`src/rtl/ram_port_arbiter.sv`:
```
// ram_port_arbiter: shares one RAM port between instruction fetch and data access, latching the winner until the RAM completes it
module ram_port_arbiter #(
  parameter int ADDR_WIDTH     = 20,
  parameter int TIMEOUT_CYCLES = 255
) (
  input  logic                  clk,
  input  logic                  rst,
  input  logic                  inst_read,
  input  logic [ADDR_WIDTH-1:0] inst_address,
  output logic [31:0]           inst_data_rd,
  output logic [31:0]           inst_data_rd_2,
  output logic                  inst_stall,
  input  logic                  data_read,
  input  logic                  data_write,
  input  logic [ADDR_WIDTH-1:0] data_address,
  input  logic [3:0]            data_mask,
  input  logic [31:0]           data_wr,
  output logic [31:0]           data_data_rd,
  output logic                  data_stall,
  output logic                  ram_read,
  output logic                  ram_write,
  output logic [ADDR_WIDTH-1:0] ram_address,
  output logic [3:0]            ram_mask,
  output logic [31:0]           ram_data_wr,
  input  logic [31:0]           ram_data_rd,
  input  logic [31:0]           ram_data_rd_2,
  input  logic                  ram_stall,
  output logic                  err_timeout
);
  localparam int CW = $clog2(TIMEOUT_CYCLES + 1);
  typedef enum logic [1:0] {IDLE, INST, DATA} state_t;
  state_t state, nxt_state;
  logic [ADDR_WIDTH-1:0] lat_addr;
  logic [3:0] lat_mask;
  logic [31:0] lat_wr;
  logic lat_read, lat_write;
  logic [CW-1:0] wait_cnt, nxt_cnt;
  logic inst_req, data_req, busy, done, grant_data, grant_inst;
  always_comb begin
    inst_req   = inst_read;
    data_req   = data_read | data_write;
    busy       = state != IDLE;
    done       = busy & ~ram_stall;
    grant_data = data_req & (state == IDLE | (state == INST & ~ram_stall));
    grant_inst = inst_req & ((state == IDLE & ~data_req) | (state == DATA & ~ram_stall));
    nxt_state  = grant_data ? DATA : grant_inst ? INST : done ? IDLE : state;
    nxt_cnt    = (grant_data | grant_inst) ? '0 :
                 (busy & ram_stall & wait_cnt != CW'(TIMEOUT_CYCLES)) ? wait_cnt + 1'b1 : wait_cnt;
  end
  always_ff @(posedge clk) begin
    if (rst) begin
      state       <= IDLE;
      lat_addr    <= '0;
      lat_mask    <= '0;
      lat_wr      <= '0;
      lat_read    <= 1'b0;
      lat_write   <= 1'b0;
      wait_cnt    <= '0;
      err_timeout <= 1'b0;
    end else begin
      state       <= nxt_state;
      wait_cnt    <= nxt_cnt;
      err_timeout <= err_timeout | (nxt_cnt == CW'(TIMEOUT_CYCLES));
      if (grant_data) begin
        lat_addr  <= data_address;
        lat_mask  <= data_mask;
        lat_wr    <= data_wr;
        lat_read  <= data_read & ~data_write;
        lat_write <= data_write;
      end else if (grant_inst) begin
        lat_addr  <= inst_address;
        lat_mask  <= 4'b1111;
        lat_wr    <= '0;
        lat_read  <= 1'b1;
        lat_write <= 1'b0;
      end
    end
  end
  // RAM port is quiet in IDLE regardless of what the latches still hold
  assign ram_read       = busy & lat_read;
  assign ram_write      = busy & lat_write;
  assign ram_address    = busy ? lat_addr : '0;
  assign ram_mask       = busy ? lat_mask : '0;
  assign ram_data_wr    = busy ? lat_wr : '0;
  assign inst_data_rd   = state == INST ? ram_data_rd : '0;
  assign inst_data_rd_2 = state == INST ? ram_data_rd_2 : '0;
  assign data_data_rd   = state == DATA ? ram_data_rd : '0;
  assign inst_stall     = inst_req & ~(state == INST & ~ram_stall);
  assign data_stall     = data_req & ~(state == DATA & ~ram_stall);
endmodule

```
`config.mk`:
```
export PLATFORM = sky130hd
export DESIGN_NAME = ram_port_arbiter
export DESIGN_NICKNAME = d
export VERILOG_FILES = /design/src/rtl/ram_port_arbiter.sv
export SDC_FILE = /design/constraint.sdc
export NUM_CORES = 1
export LEC_CHECK = 0
export ABC_AREA = 1
export CAP_MARGIN = 20
export CORE_AREA = 2 2 118 120
export DETAILED_ROUTE_END_ITERATION = 10
export DIE_AREA = 0 0 120 122
export GPL_TIMING_DRIVEN = 0
export PLACE_DENSITY = 0.8
export SETUP_SLACK_MARGIN = 0.15
export SKIP_CTS_REPAIR_TIMING = 1
export SLEW_MARGIN = 40
export SYNTH_ARGS = -nofsm -noshare
export SYNTH_HDL_FRONTEND = slang
export SYNTH_SLANG_ARGS = --single-unit
```
`constraint.sdc`:
```
create_clock -name clk -period 2.2 [get_ports clk]
set_input_delay 0.66 -clock clk [delete_from_list [all_inputs] [get_ports clk]]
set_output_delay 0.66 -clock clk [all_outputs]
set_load 0.005 [all_outputs]
```
After elaboration in Yosys (flattened, before gate mapping)
Cells that the tools add are included.
{ "totals": {"ramBits": 0, "romBits": 0, "in_bits": 146, "latchBits": 0, "mem_count": 0, "ff_bits": 69} }
{ "op_classes": {"div_mod_pow": 0, "n_addsub": 1, "n_eq_ne": 4, "order_cmp": 0, "n_mux": 21, "reduce_logical": 6, "n_bitwise": 23, "n_shift": 0, "multipliers": 0} }
{ "ops": {"columns": ["op", "n"], "rows": [
  ["32-bit 2-to-1 mux", 6],
  ["20-bit 2-to-1 mux", 3],
  ["8-bit 2-to-1 mux", 2],
  ["1-bit AND", 13],
  ["4-bit 2-to-1 mux", 3],
  ["8-bit by 1-bit adder with 8-bit output, second input constant", 1],
  ["8-bit equality test, second input constant", 1],
  ["8-bit inequality test, second input constant", 1],
  ["2-bit 2-to-1 mux", 3],
  ["2-bit nonzero test", 3],
  ["1-bit NOT", 5],
  ["1-bit bitwise OR", 5],
  ["1-bit 2-to-1 mux", 4],
  ["3-bit nonzero test", 1],
  ["2-bit by 1-bit equality test with 1-bit output, second input constant", 1],
  ["2-bit equality test, second input constant", 1],
  ["2-bit zero test", 1],
  ["2-bit OR reduction", 1]
]} }

Logic depth before layout (Yosys ltp)
{ "depth": {"word_depth": 9, "ltp_mapped": 12} }

Worst setup path before layout
No wires, ideal clock.
{ "synth_path": {"kind": "reg-to-output", "from": "register state[1]", "to": "output port ram_data_wr[11]", "stages_incl_launch_ff": 7, "path_buffers": 2, "required_time_ps": 1540, "slack_ps": 382, "t_arrival_ps": 1158, "cell_sequence": "dfxtp_1 > inv_2 > nand2_1 > inv_1 > clkbuf_1 > buf_1 > nor2_1"} }
{ "synth_via": {"elab_chain_len": 2} }
{ "synth_lines": {"columns": ["element", "line", "source"], "rows": [
  ["start: declaration", "32", "state_t state, nxt_state;"],
  ["start signal: assignment", "61", "state <= nxt_state;"],
  ["2-bit nonzero test", "42", "busy = state != IDLE;"],
  ["32-bit 2-to-1 mux", "84", "assign ram_data_wr = busy ? lat_wr : '0;"],
  ["end: declaration", "24", "output logic [31:0] ram_data_wr,"]
]} }
Every way passes these cells.

Worst setup path in the final report
{ "layout_path": {"from": "register state[1]", "to": "output port inst_data_rd_2[12]"} }
{ "layout_via": {"elab_chain_len": 2} }
{ "layout_lines": {"columns": ["element", "line", "source"], "rows": [
  ["2-bit by 1-bit equality test with 1-bit output", "86", "assign inst_data_rd_2 = state == INST ? ram_data_rd_2 : '0;"],
  ["32-bit 2-to-1 mux", "86", null],
  ["end: declaration", "11", "output logic [31:0] inst_data_rd_2,"]
]} }
Every way passes these cells.

==> impl_metrics.py <==
metrics = {
    "sta": {
        "setup_tns_ns": 0,
        "period_needed_ns": 2.12,
        "finalHoldViolations": 0,
        "setup_violations": 0,
        "finClkSkew_ns": 0.00821,
        "timing.fmax_mhz": 472,
        "rsz0062_at_grt": "yes",
        "period_share_pct": 96.2,
        "worst_pin_slew_ns": 0.604,
        "maxSlewHeadroom_pct": 59.7,
        "slew_viol_final": 0,
    },
    "floorplan": {
        "dieArea_mm2": 0.0146,
        "num_rows": 43,
        "die_h_um": 122,
        "start_util_pct": 29.2,
        "coreArea_mm2": 0.0135,
        "die_x_um": 120,
        "io_pins": 303,
    },
    "cts": {
        "clk_pin_slew_worst_paths_ns": 0.05,
        "clock_path_buffers": 2,
        "cts_tree": "yes",
        "cts_root_buf": "clkbuf_16",
        "clk_latency_ns": 0.34,
        "clock-sinks": 69,
        "cts_made_buffers": 9,
        "cts_max_level": 3,
    },
    "routing": {
        "drt_first_pass_iters": 4,
        "vias": 5403,
        "dr.first_iter.drc_count": 180,
        "detail_route.vias_per_cell": 4.50,
        "wl_per_cell_um": 14.5,
        "drc": 0,
        "drt-total-wl_mm": 17.4,
        "detail-route-antenna-nets": 0,
    },
    "status": {
        "status": "finished, final reports clean",
    },
    "setup_path": {
        "end_kind": "primary output",
        "crit_top_cell": "buf_6",
        "crit_path_start_kind": "register",
        "cp_top_family": "buffers and inverters",
        "crit_fanout": 10,
        "crit_slowest_cell": "dfxtp_2",
        "cp_cell_sequence": "inv_4 > nand2_4 > buf_6 > buf_4 > buf_6 > nor2_1 > clkbuf_2",
        "cp_data_required_time_ns": 1.54,
        "worstReg2RegStart": "wait_cnt[0]",
        "critPathLaunch": "state[1]",
        "max_stage_delay_ns": 0.33,
        "critPathKind": "reg -> out",
        "path_buf_inv": 5,
        "worstPathArrival_ns": 1.46,
    },
    "final_layout": {
        "layout_commonest_cell": "nand2_1",
        "nNetsFinal": 1162,
        "finalNonFillerCells": 1202,
        "drive_gt1_share_pct": 27.4,
        "syn_to_final_growth_pct": 103,
        "most-common-layout-cells": "nand2_1, inv_1, clkdlybuf4s50_1",
        "final_area_mm2": 0.00802,
    },
    "placement": {
        "routabilityCongestion": 0.807,
        "placedCellCount": 1168,
        "hpwl_mm": 12.9,
        "io_buffers": 301,
        "placed_area_mm2": 0.00718,
    },
    "global_route": {
        "met1_usage_pct": 23.0,
        "use_met3_pct": 6.84,
        "antenna_found_initial": 7,
        "use_met2_pct": 37.5,
        "grt_max_degree": 12,
        "busiest_layer": "met2",
        "first_global_vias": 4755,
        "grt_pass1_wl_mm": 24.1,
        "overflow": 0,
        "grt_usage_pct": 21.0,
    },
    "synth": {
        "synth_ff_type": "dfxtp_1",
        "netlist_area_mm2": 0.00394,
        "synth-async-reset-ratio_pct": 0,
        "synth_nets": 834,
        "ys_seq_area_share_pct": 35.0,
        "ys_ff_latch": 69,
        "synth_cells": 687,
        "syn_avg_cell_area_um2": 5.74,
        "ys_types": 27,
        "synth-edff-count": 0,
        "yosysWarnings": 0,
    },
    "power": {
        "ir_drop_v": 0.000414,
        "p_int_mw": 2.94,
        "power-per-cell-area_mw_per_mm2": 524,
        "clkPwrFrac_pct": 34.3,
        "seq_power_share_pct": 33.8,
        "power_frac_comb_pct": 31.9,
        "p_switching_mw": 1.26,
        "total_power_mw": 4.20,
        "p_leak_nw": 4.76,
        "p_sw_share_pct": 30.1,
    },
    "job": {
        "cap_violations": 0,
    },
    "hold_path": {
        "hp-class": "reg -> reg",
        "min_from": "lat_wr[23]",
    },
}
==> synth_stat cells (2+ instances only) <==
cell type    n  area share [%]
inv_2        2            0.19
o221ai_1     4            0.89
inv_1      146              14
o21ai_0     18             2.3
buf_1        4            0.38
dfxtp_1     69              35
nand3_1     14             1.8
clkbuf_1    24             2.3
buf_6        2            0.57
a31oi_1     20             3.2
nor2_1     168              16
buf_2       10             1.3
nand2_1    153              15
a21oi_1     36             4.6
o21ai_1      5            0.63
==> path summary, 6_finish.rpt <==
kind                              to  slack (ns)  depth (start not counted)
setup / recovery  inst_data_rd_2[12]        0.08                          7
hold / removal            lat_wr[23]        0.46                          2
setup reg to reg         err_timeout        0.39                         12
hold reg to reg           lat_wr[23]        0.46                          2
==> cell type report <==
class / count / area [µm²]
timing repair buffer: 317 / 2970
tap: 180 / 225
buffer: 40 / 324
antenna: 3 / 7.51
sequential: 69 / 1390
multi-input combinational: 430 / 2240
inverter: 148 / 568
clock inverter: 4 / 48.8
clock buffer: 11 / 243
fill: 1250 / 5490
==> per-stage QoR <==
stage	utilization, %	hold slack (ns)	setup slack, ns
floorplan	-	0.440	0.382
global placement	53.2	0.443	-0.622
detailed placement	53.2	0.450	-0.628
CTS	55.3	0.461	-0.973
global route	59.4	0.472	0.0175
finish	59.4	0.460	0.0830
==> per-layer routing <==
| metal | wire (µm) | share of wire, % | vias up |
|---|---|---|---|
| met4 | 573 | 3.3 | 4 |
| met1 | 6540 | 38 | 2443 |
| met2 | 8860 | 51 | 218 |
| li1 | - | - | 2696 |
| met5 | 25 | 0.14 | - |
| met3 | 1420 | 8.1 | 42 |
==> power groups by stage <==
stage / Sequential [mW] / Combinational, mW / Clock (mW)
2_1_floorplan: 1.43 / 0.497 / 0
3_3_place_gp: 1.44 / 1.16 / 0
3_5_place_dp: 1.44 / 1.17 / 0
4_1_cts: 1.42 / 1.18 / 1.46
5_1_grt: 1.43 / 1.46 / 1.52
6_report: 1.42 / 1.34 / 1.44
==> worst min-delay path, cell delays in order (launching register included) <==
cell and delay (ns):
dfxtp_1 0.31, nand2_1 0.06, a21oi_1 0.05
==> logic make-up after synthesis <==
| kind of cell | after synthesis | share of synthesized area [%] |
|---|---|---|
| and+or+nand+nor | 340 | 33.1 |
| buffers and inverters | 188 | 18.6 |
| AOI/OAI and AO/OA | 87 | 12.5 |
| xor gates and xnor gates | 2 | 0.444 |
| DFF | 69 | 35.0 |
| adders and majority gates | 1 | 0.317 |
==> sequential cells by signal (all words and copies together), names as in the netlist <==
name,flops
lat_wr,32
lat_write,1
lat_mask,4
wait_cnt,8
err_timeout,1
lat_read,1
state,2
lat_addr,20
(Power assumes the default switching activity.)
